===== src/rtl/pkt_rx_pkg.sv =====
// Shared types for the packet-interface receive drain: FSM encoding, summary record,
// and the eop mod-to-bytecount helper.
package pkt_rx_pkg;

    localparam logic [1:0] ST_IDLE    = 2'd0;
    localparam logic [1:0] ST_READ    = 2'd1;
    localparam logic [1:0] ST_DISCARD = 2'd2;
    localparam logic [1:0] ST_HOLD    = 2'd3;

    typedef enum logic [1:0] {
        S_IDLE    = ST_IDLE,
        S_READ    = ST_READ,
        S_DISCARD = ST_DISCARD,
        S_HOLD    = ST_HOLD
    } state_e;

    typedef struct packed {
        logic [15:0] len;
        logic [31:0] bytes;
        logic        mac_err;
        logic        no_sop;
        logic        early_sop;
        logic        timeout;
        logic        oversize;
    } sum_rec_t;

    // A mod of 0 on the eop word means the whole word is valid.
    function automatic logic [3:0] mod_to_bytes(input logic [2:0] mod);
        return (mod == 3'd0) ? 4'd8 : {1'b0, mod};
    endfunction

endpackage


===== src/rtl/pkt_byte_acc.sv =====
// Per-word accumulator: masks the valid leading bytes of a 64-bit word and adds them
// to a running saturating length and a wrap-around byte sum.
module pkt_byte_acc
    import pkt_rx_pkg::*;
(
    input  logic [63:0] data,
    input  logic        eop,
    input  logic [2:0]  mod,
    input  logic [15:0] len_in,
    input  logic [31:0] sum_in,
    output logic [15:0] len_out,
    output logic [31:0] sum_out
);

    logic [3:0]  nbytes;
    logic [31:0] word_sum;
    logic [16:0] len_wide;

    always_comb begin
        nbytes   = eop ? mod_to_bytes(mod) : 4'd8;
        word_sum = '0;
        // Byte 0 of the frame sits in the top lane, so the mask grows downward.
        for (int i = 0; i < 8; i++) begin
            if (4'(i) < nbytes) begin
                word_sum = word_sum + 32'(data[63-8*i -: 8]);
            end
        end
        len_wide = {1'b0, len_in} + 17'(nbytes);
        len_out  = len_wide[16] ? 16'hFFFF : len_wide[15:0];
        sum_out  = sum_in + word_sum;
    end

endmodule


===== src/rtl/pkt_rx_drain.sv =====
// Receive drain on the MAC pkt_rx side: reads whole frames, checks framing, and emits one
// summary record per frame. Optional counters enabled by PKT_RX_DRAIN_STATS_EN.
module pkt_rx_drain
    import pkt_rx_pkg::*;
#(
    parameter int MAX_LEN = 1518,
    parameter int TIMEOUT = 64
) (
    input  logic        clk_156m25,
    input  logic        reset_156m25,
    input  logic        enable,
    input  logic        pkt_rx_avail,
    output logic        pkt_rx_ren,
    input  logic [63:0] pkt_rx_data,
    input  logic        pkt_rx_val,
    input  logic        pkt_rx_sop,
    input  logic        pkt_rx_eop,
    input  logic [2:0]  pkt_rx_mod,
    input  logic        pkt_rx_err,
    output logic        sum_valid,
    input  logic        sum_ready,
    output logic [15:0] sum_len,
    output logic [31:0] sum_bytes,
    output logic        sum_mac_err,
    output logic        sum_no_sop,
    output logic        sum_early_sop,
    output logic        sum_timeout,
    output logic        sum_oversize
`ifdef PKT_RX_DRAIN_STATS_EN
    ,
    output logic [31:0] stat_frames,
    output logic [31:0] stat_errors
`endif
);

    localparam int TMO_W = $clog2(TIMEOUT + 1);

    state_e           state_q, state_d;
    sum_rec_t         rec_q, rec_d;
    logic             started_q, started_d;
    logic [TMO_W-1:0] tmo_q, tmo_d;

    logic [15:0] base_len, acc_len;
    logic [31:0] base_sum, acc_sum;

    // A sop word always restarts the accumulation from zero.
    assign base_len = pkt_rx_sop ? 16'd0 : rec_q.len;
    assign base_sum = pkt_rx_sop ? 32'd0 : rec_q.bytes;

    pkt_byte_acc u_acc (
        .data    (pkt_rx_data),
        .eop     (pkt_rx_eop),
        .mod     (pkt_rx_mod),
        .len_in  (base_len),
        .sum_in  (base_sum),
        .len_out (acc_len),
        .sum_out (acc_sum)
    );

    always_comb begin
        state_d    = state_q;
        rec_d      = rec_q;
        started_d  = started_q;
        tmo_d      = tmo_q;
        pkt_rx_ren = 1'b0;
        case (state_q)
            S_IDLE: begin
                rec_d     = '0;
                started_d = 1'b0;
                tmo_d     = '0;
                if (enable && pkt_rx_avail) state_d = S_READ;
            end
            S_READ, S_DISCARD: begin
                // Never request past eop: the MAC would hand over the next frame's head.
                pkt_rx_ren = !(pkt_rx_val && pkt_rx_eop);
                if (pkt_rx_val) begin
                    tmo_d = '0;
                    if (pkt_rx_err) rec_d.mac_err = 1'b1;
                    if (state_q == S_DISCARD) begin
                        if (pkt_rx_eop) state_d = S_HOLD;
                    end else if (pkt_rx_sop) begin
                        if (started_q) rec_d.early_sop = 1'b1;
                        started_d   = 1'b1;
                        rec_d.len   = acc_len;
                        rec_d.bytes = acc_sum;
                        if (pkt_rx_eop) state_d = S_HOLD;
                    end else if (!started_q) begin
                        rec_d.no_sop = 1'b1;
                        state_d      = pkt_rx_eop ? S_HOLD : S_DISCARD;
                    end else begin
                        rec_d.len   = acc_len;
                        rec_d.bytes = acc_sum;
                        if (pkt_rx_eop) state_d = S_HOLD;
                    end
                end else begin
                    tmo_d = tmo_q + TMO_W'(1);
                    if (tmo_d == TMO_W'(TIMEOUT)) begin
                        rec_d.timeout = 1'b1;
                        state_d       = S_HOLD;
                    end
                end
            end
            S_HOLD: begin
                if (sum_ready) state_d = S_IDLE;
            end
            default: state_d = S_IDLE;
        endcase
        if (state_q != S_HOLD && state_d == S_HOLD) begin
            rec_d.oversize = (32'(rec_d.len) > 32'(MAX_LEN));
        end
    end

    always_ff @(posedge clk_156m25) begin
        if (reset_156m25) begin
            state_q   <= S_IDLE;
            rec_q     <= '0;
            started_q <= 1'b0;
            tmo_q     <= '0;
        end else begin
            state_q   <= state_d;
            rec_q     <= rec_d;
            started_q <= started_d;
            tmo_q     <= tmo_d;
        end
    end

    assign sum_valid     = (state_q == S_HOLD);
    assign sum_len       = rec_q.len;
    assign sum_bytes     = rec_q.bytes;
    assign sum_mac_err   = rec_q.mac_err;
    assign sum_no_sop    = rec_q.no_sop;
    assign sum_early_sop = rec_q.early_sop;
    assign sum_timeout   = rec_q.timeout;
    assign sum_oversize  = rec_q.oversize;

`ifdef PKT_RX_DRAIN_STATS_EN
    logic [31:0] stat_frames_q, stat_frames_d;
    logic [31:0] stat_errors_q, stat_errors_d;
    logic        any_err;

    assign any_err = rec_q.mac_err | rec_q.no_sop | rec_q.early_sop | rec_q.timeout | rec_q.oversize;

    always_comb begin
        stat_frames_d = stat_frames_q;
        stat_errors_d = stat_errors_q;
        if (sum_valid && sum_ready) begin
            stat_frames_d = stat_frames_q + 32'd1;
            if (any_err) stat_errors_d = stat_errors_q + 32'd1;
        end
    end

    always_ff @(posedge clk_156m25) begin
        if (reset_156m25) begin
            stat_frames_q <= '0;
            stat_errors_q <= '0;
        end else begin
            stat_frames_q <= stat_frames_d;
            stat_errors_q <= stat_errors_d;
        end
    end

    assign stat_frames = stat_frames_q;
    assign stat_errors = stat_errors_q;
`endif

endmodule


===== config.mk =====
export PLATFORM = sky130hd
export DESIGN_NAME = pkt_rx_drain
export DESIGN_NICKNAME = d
export VERILOG_FILES = /design/src/rtl/pkt_rx_pkg.sv /design/src/rtl/pkt_byte_acc.sv /design/src/rtl/pkt_rx_drain.sv
export SDC_FILE = /design/constraint.sdc
export NUM_CORES = 1
export LEC_CHECK = 0
export CAP_MARGIN = 20
export CORE_MARGIN = 2
export CORE_UTILIZATION = 38
export DETAILED_ROUTE_END_ITERATION = 16
export PLACE_DENSITY = 0.72
export SYNTH_ARGS = -nofsm -noshare
export SYNTH_HDL_FRONTEND = slang
export SYNTH_SLANG_ARGS = --single-unit

===== constraint.sdc =====
create_clock -name clk_156m25 -period 30.1 [get_ports clk_156m25]
set_clock_uncertainty 0.1 [all_clocks]
set_input_delay 9.03 -clock clk_156m25 [delete_from_list [all_inputs] [get_ports clk_156m25]]
set_output_delay 9.03 -clock clk_156m25 [all_outputs]
set_load 0.05 [all_outputs]

==> flow_summary.yaml <==
status:
  outcome: "complete, no violations"
sta:
  fmax_mhz: 50.40
  min_period_over_period_pct: 65.92
  period_needed_ns: 19.84
  slew_violations: 0
  setup_ws_ns: 10.26
  setup_viol: 0
  slew_headroom_pct: 31.21
  fin_tns_setup_ns: 0
  hold_viol: 0
  worst_pin_slew_ns: 1.027
  rsz0062_at_grt: "false"
layout:
  final_cells: 1419
  final_cell_mix: "129 x clkdlybuf4s50_1, 107 x nor2_1, 85 x o21ai_0"
  final_layout_size_suffix_gt1_share_pct: 4.770
  utilization_pct: 48.19
  finalNetCount: 1311
  area_growth_pct: 23.81
  layout_commonest_cell: "clkdlybuf4s50_1"
critical_path:
  cp-startpoint: "pkt_rx_val"
  rr_worst_depth: 12
  critPathArrivalTime_ns: 10.71
  reg2reg_from: "state_q[0]"
  worstSetupPathType: "input pin to output pin"
  critPathLaunchType: "input pin"
  critical_path_required_ns: 20.97
  cp_max_fo: 9
  endpoint_kind: "output pin"
yosys:
  async_flop_share_pct: 0
  yosysSeqAreaShare_pct: 16.60
  ys_ff_latch: 63
  synth_warnings: 0
  postSynthAreaPerCell_sq_um: 7.266
  ys.flop_type: "dfxtp_1"
  synthTopCellsByArea: "dfxtp_1 17%, ha_1 13%, o21ai_0 5.6%, nor2_1 5.3%, a21oi_1 5.1%"
  synth_enable_flop_cells: 0
  syn_inst: 1046
  netlist_area_sq_um: 7600
  synthDominantCellAreaShare_pct: 16.60
  synth_cell_types: 78
  yosysTopAreaCell: "dfxtp_1"
floorplanning:
  die_area_sq_um: 21150
  die_x_microns: 145.4
  ios: 131
  initial_core_util_pct: 38.92
  placeableCoreArea_sq_um: 19530
  die-height_microns: 145.4
  rows: 51
global_route:
  grt_max_degree: 55
  grt_overflow: 0
  grt_pass1_vias: 7393
  grt_pass1_wl_microns: 35730
  grt.total_usage_pct: 19.81
  antenna_found_initial: 1
pwr:
  p_clk_share_pct: 12.5
  p_sw_share_pct: 47.77
  p_leak_nw: 3.801
  p_switching_mw: 0.4142
  fin_total_pwr_mw: 0.8671
  internal-power_mw: 0.4528
  powerDensity_nw_per_um2: 92.15
  peakVddDrop_v: 0.00005272
  p_comb_share_pct: 77.3
  seq_power_share_pct: 10.3
cts:
  numCtsBuffers: 9
  hold_buffers: 0
  cts_resized: 0
  root_buffer: "clkbuf_16"
  cts_sinks: 63
  cts_max_path_buffers: 2
  clk_latency_ns: 0.33
  cts_tree: "built"
  path_clk_slew_ns: 0.05
  post-cts-setup-buffers: 0
  h-tree-depth: 3
routing:
  drtAntennaViolNets: 0
  drt_iter0_markers: 519
  dr_total_vias: 7886
  route.detailed.wl_per_inst_microns: 14.86
  vias_per_cell: 5.557
  routed_wl_microns: 21090
  drc: 0
  drtPass1Iterations: 5
hold_path:
  min_path_cells: 2
  hp-start: "sum_bytes[26]"
  holdCritPathClass: "flip-flop to flip-flop"
place:
  place_congestion: 0.9037
  io_buffers: 130
  hpwl_microns: 15990
  dp_cells: 1402
  post-place-ws_ns: 10.29
run:
  maxCapViolations: 0
==> registers in the layout, summed over array words and instances (netlist names) <==
name and cells:
started_q 1, state_q 2, sum_bytes 32, sum_early_sop 1, sum_len 16, sum_mac_err 1
sum_no_sop 1, sum_oversize 1, sum_timeout 1, tmo_q 7
==> power by group through the flow <==
| stage | Clock, mW | Sequential (mW) | Combinational (mW) |
|---|---|---|---|
| 2_1_floorplan | 0 | 0.0970 | 0.532 |
| 4_1_cts | 0.109 | 0.0891 | 0.665 |
| 3_5_place_dp | 0 | 0.0908 | 0.660 |
| 5_1_grt | 0.114 | 0.0894 | 0.756 |
| 3_3_place_gp | 0 | 0.0908 | 0.647 |
| 6_report | 0.108 | 0.0890 | 0.670 |
==> critical path, stage by stage <==
cell	delay (ns)
clkdlybuf4s50_1	0.56
a21boi_0	0.28
clkdlybuf4s50_1	0.84
==> layer usage <==
layer | track usage [%] | part of all wire, % | vias to the layer above
met5 | 0 | 0 | -
met4 | 4.461 | 1.4 | 0
met3 | 3.229 | 5.8 | 24
met2 | 32.58 | 45 | 238
met1 | 27.30 | 48 | 3644
li1 | - | - | 3980
==> area by class of cell <==
| type | count | area (sq um) |
|---|---|---|
| clock inverters | 3 | 40.04 |
| fillers | 1981 | 10120 |
| repair buffers | 135 | 1334 |
| diodes | 1 | 2.502 |
| inverters | 59 | 221.5 |
| clock buffers | 13 | 270.3 |
| well taps | 265 | 331.6 |
| multi-input cells | 880 | 5948 |
| flip-flops and latches | 63 | 1261 |
==> kinds of logic after synthesis <==
logic type               share of synthesized area, %
XOR/XNOR                                        7.359
AND/OR/NAND/NOR                                 23.82
flip-flops                                      16.60
multiplexers                                    2.618
adder cells (fa/ha/maj)                         15.21
other                                         0.04934
buffers and inverters                           5.301
AO/OA/AOI/OAI                                   29.04
==> path summary, 6_finish.rpt <==
check	end	slack (ns)
hold reg to reg	sum_bytes[26]	0.39
setup / recovery	pkt_rx_ren	10.26
hold / removal	sum_bytes[26]	0.39
setup reg to reg	sum_oversize	26.13
==> stage by stage <==
stage	cell area, sq um	hold WS, ns
3_5_place_dp	9096	0.3821
5_1_grt	9409	0.4221
6_report	9409	0.3873
2_1_floorplan	7607	0.3707
4_1_cts	9407	0.3877
3_3_place_gp	9096	0.3778
==> synth_stat cells, types with 8 or more instances <==
cell type and number:
o31ai_1 11, and2_1 15, a31oi_1 17, nor2_1 107
nor3_1 28, nor2b_1 30, a22oi_1 21, xnor2_1 38
a211oi_1 10, o21a_1 17, clkbuf_1 43, fa_1 9
dfxtp_1 63, nand4_1 10, or3_1 9, nand3_1 29
a21oi_1 77, and3_1 13, mux2_2 15, nand2b_1 19
o21ai_0 85, ha_1 78, xor2_1 20, nand2_1 80
inv_1 59, a21o_1 26, o21bai_1 9, o211ai_1 8
Note: power is estimated with default switching activity, not from simulation.
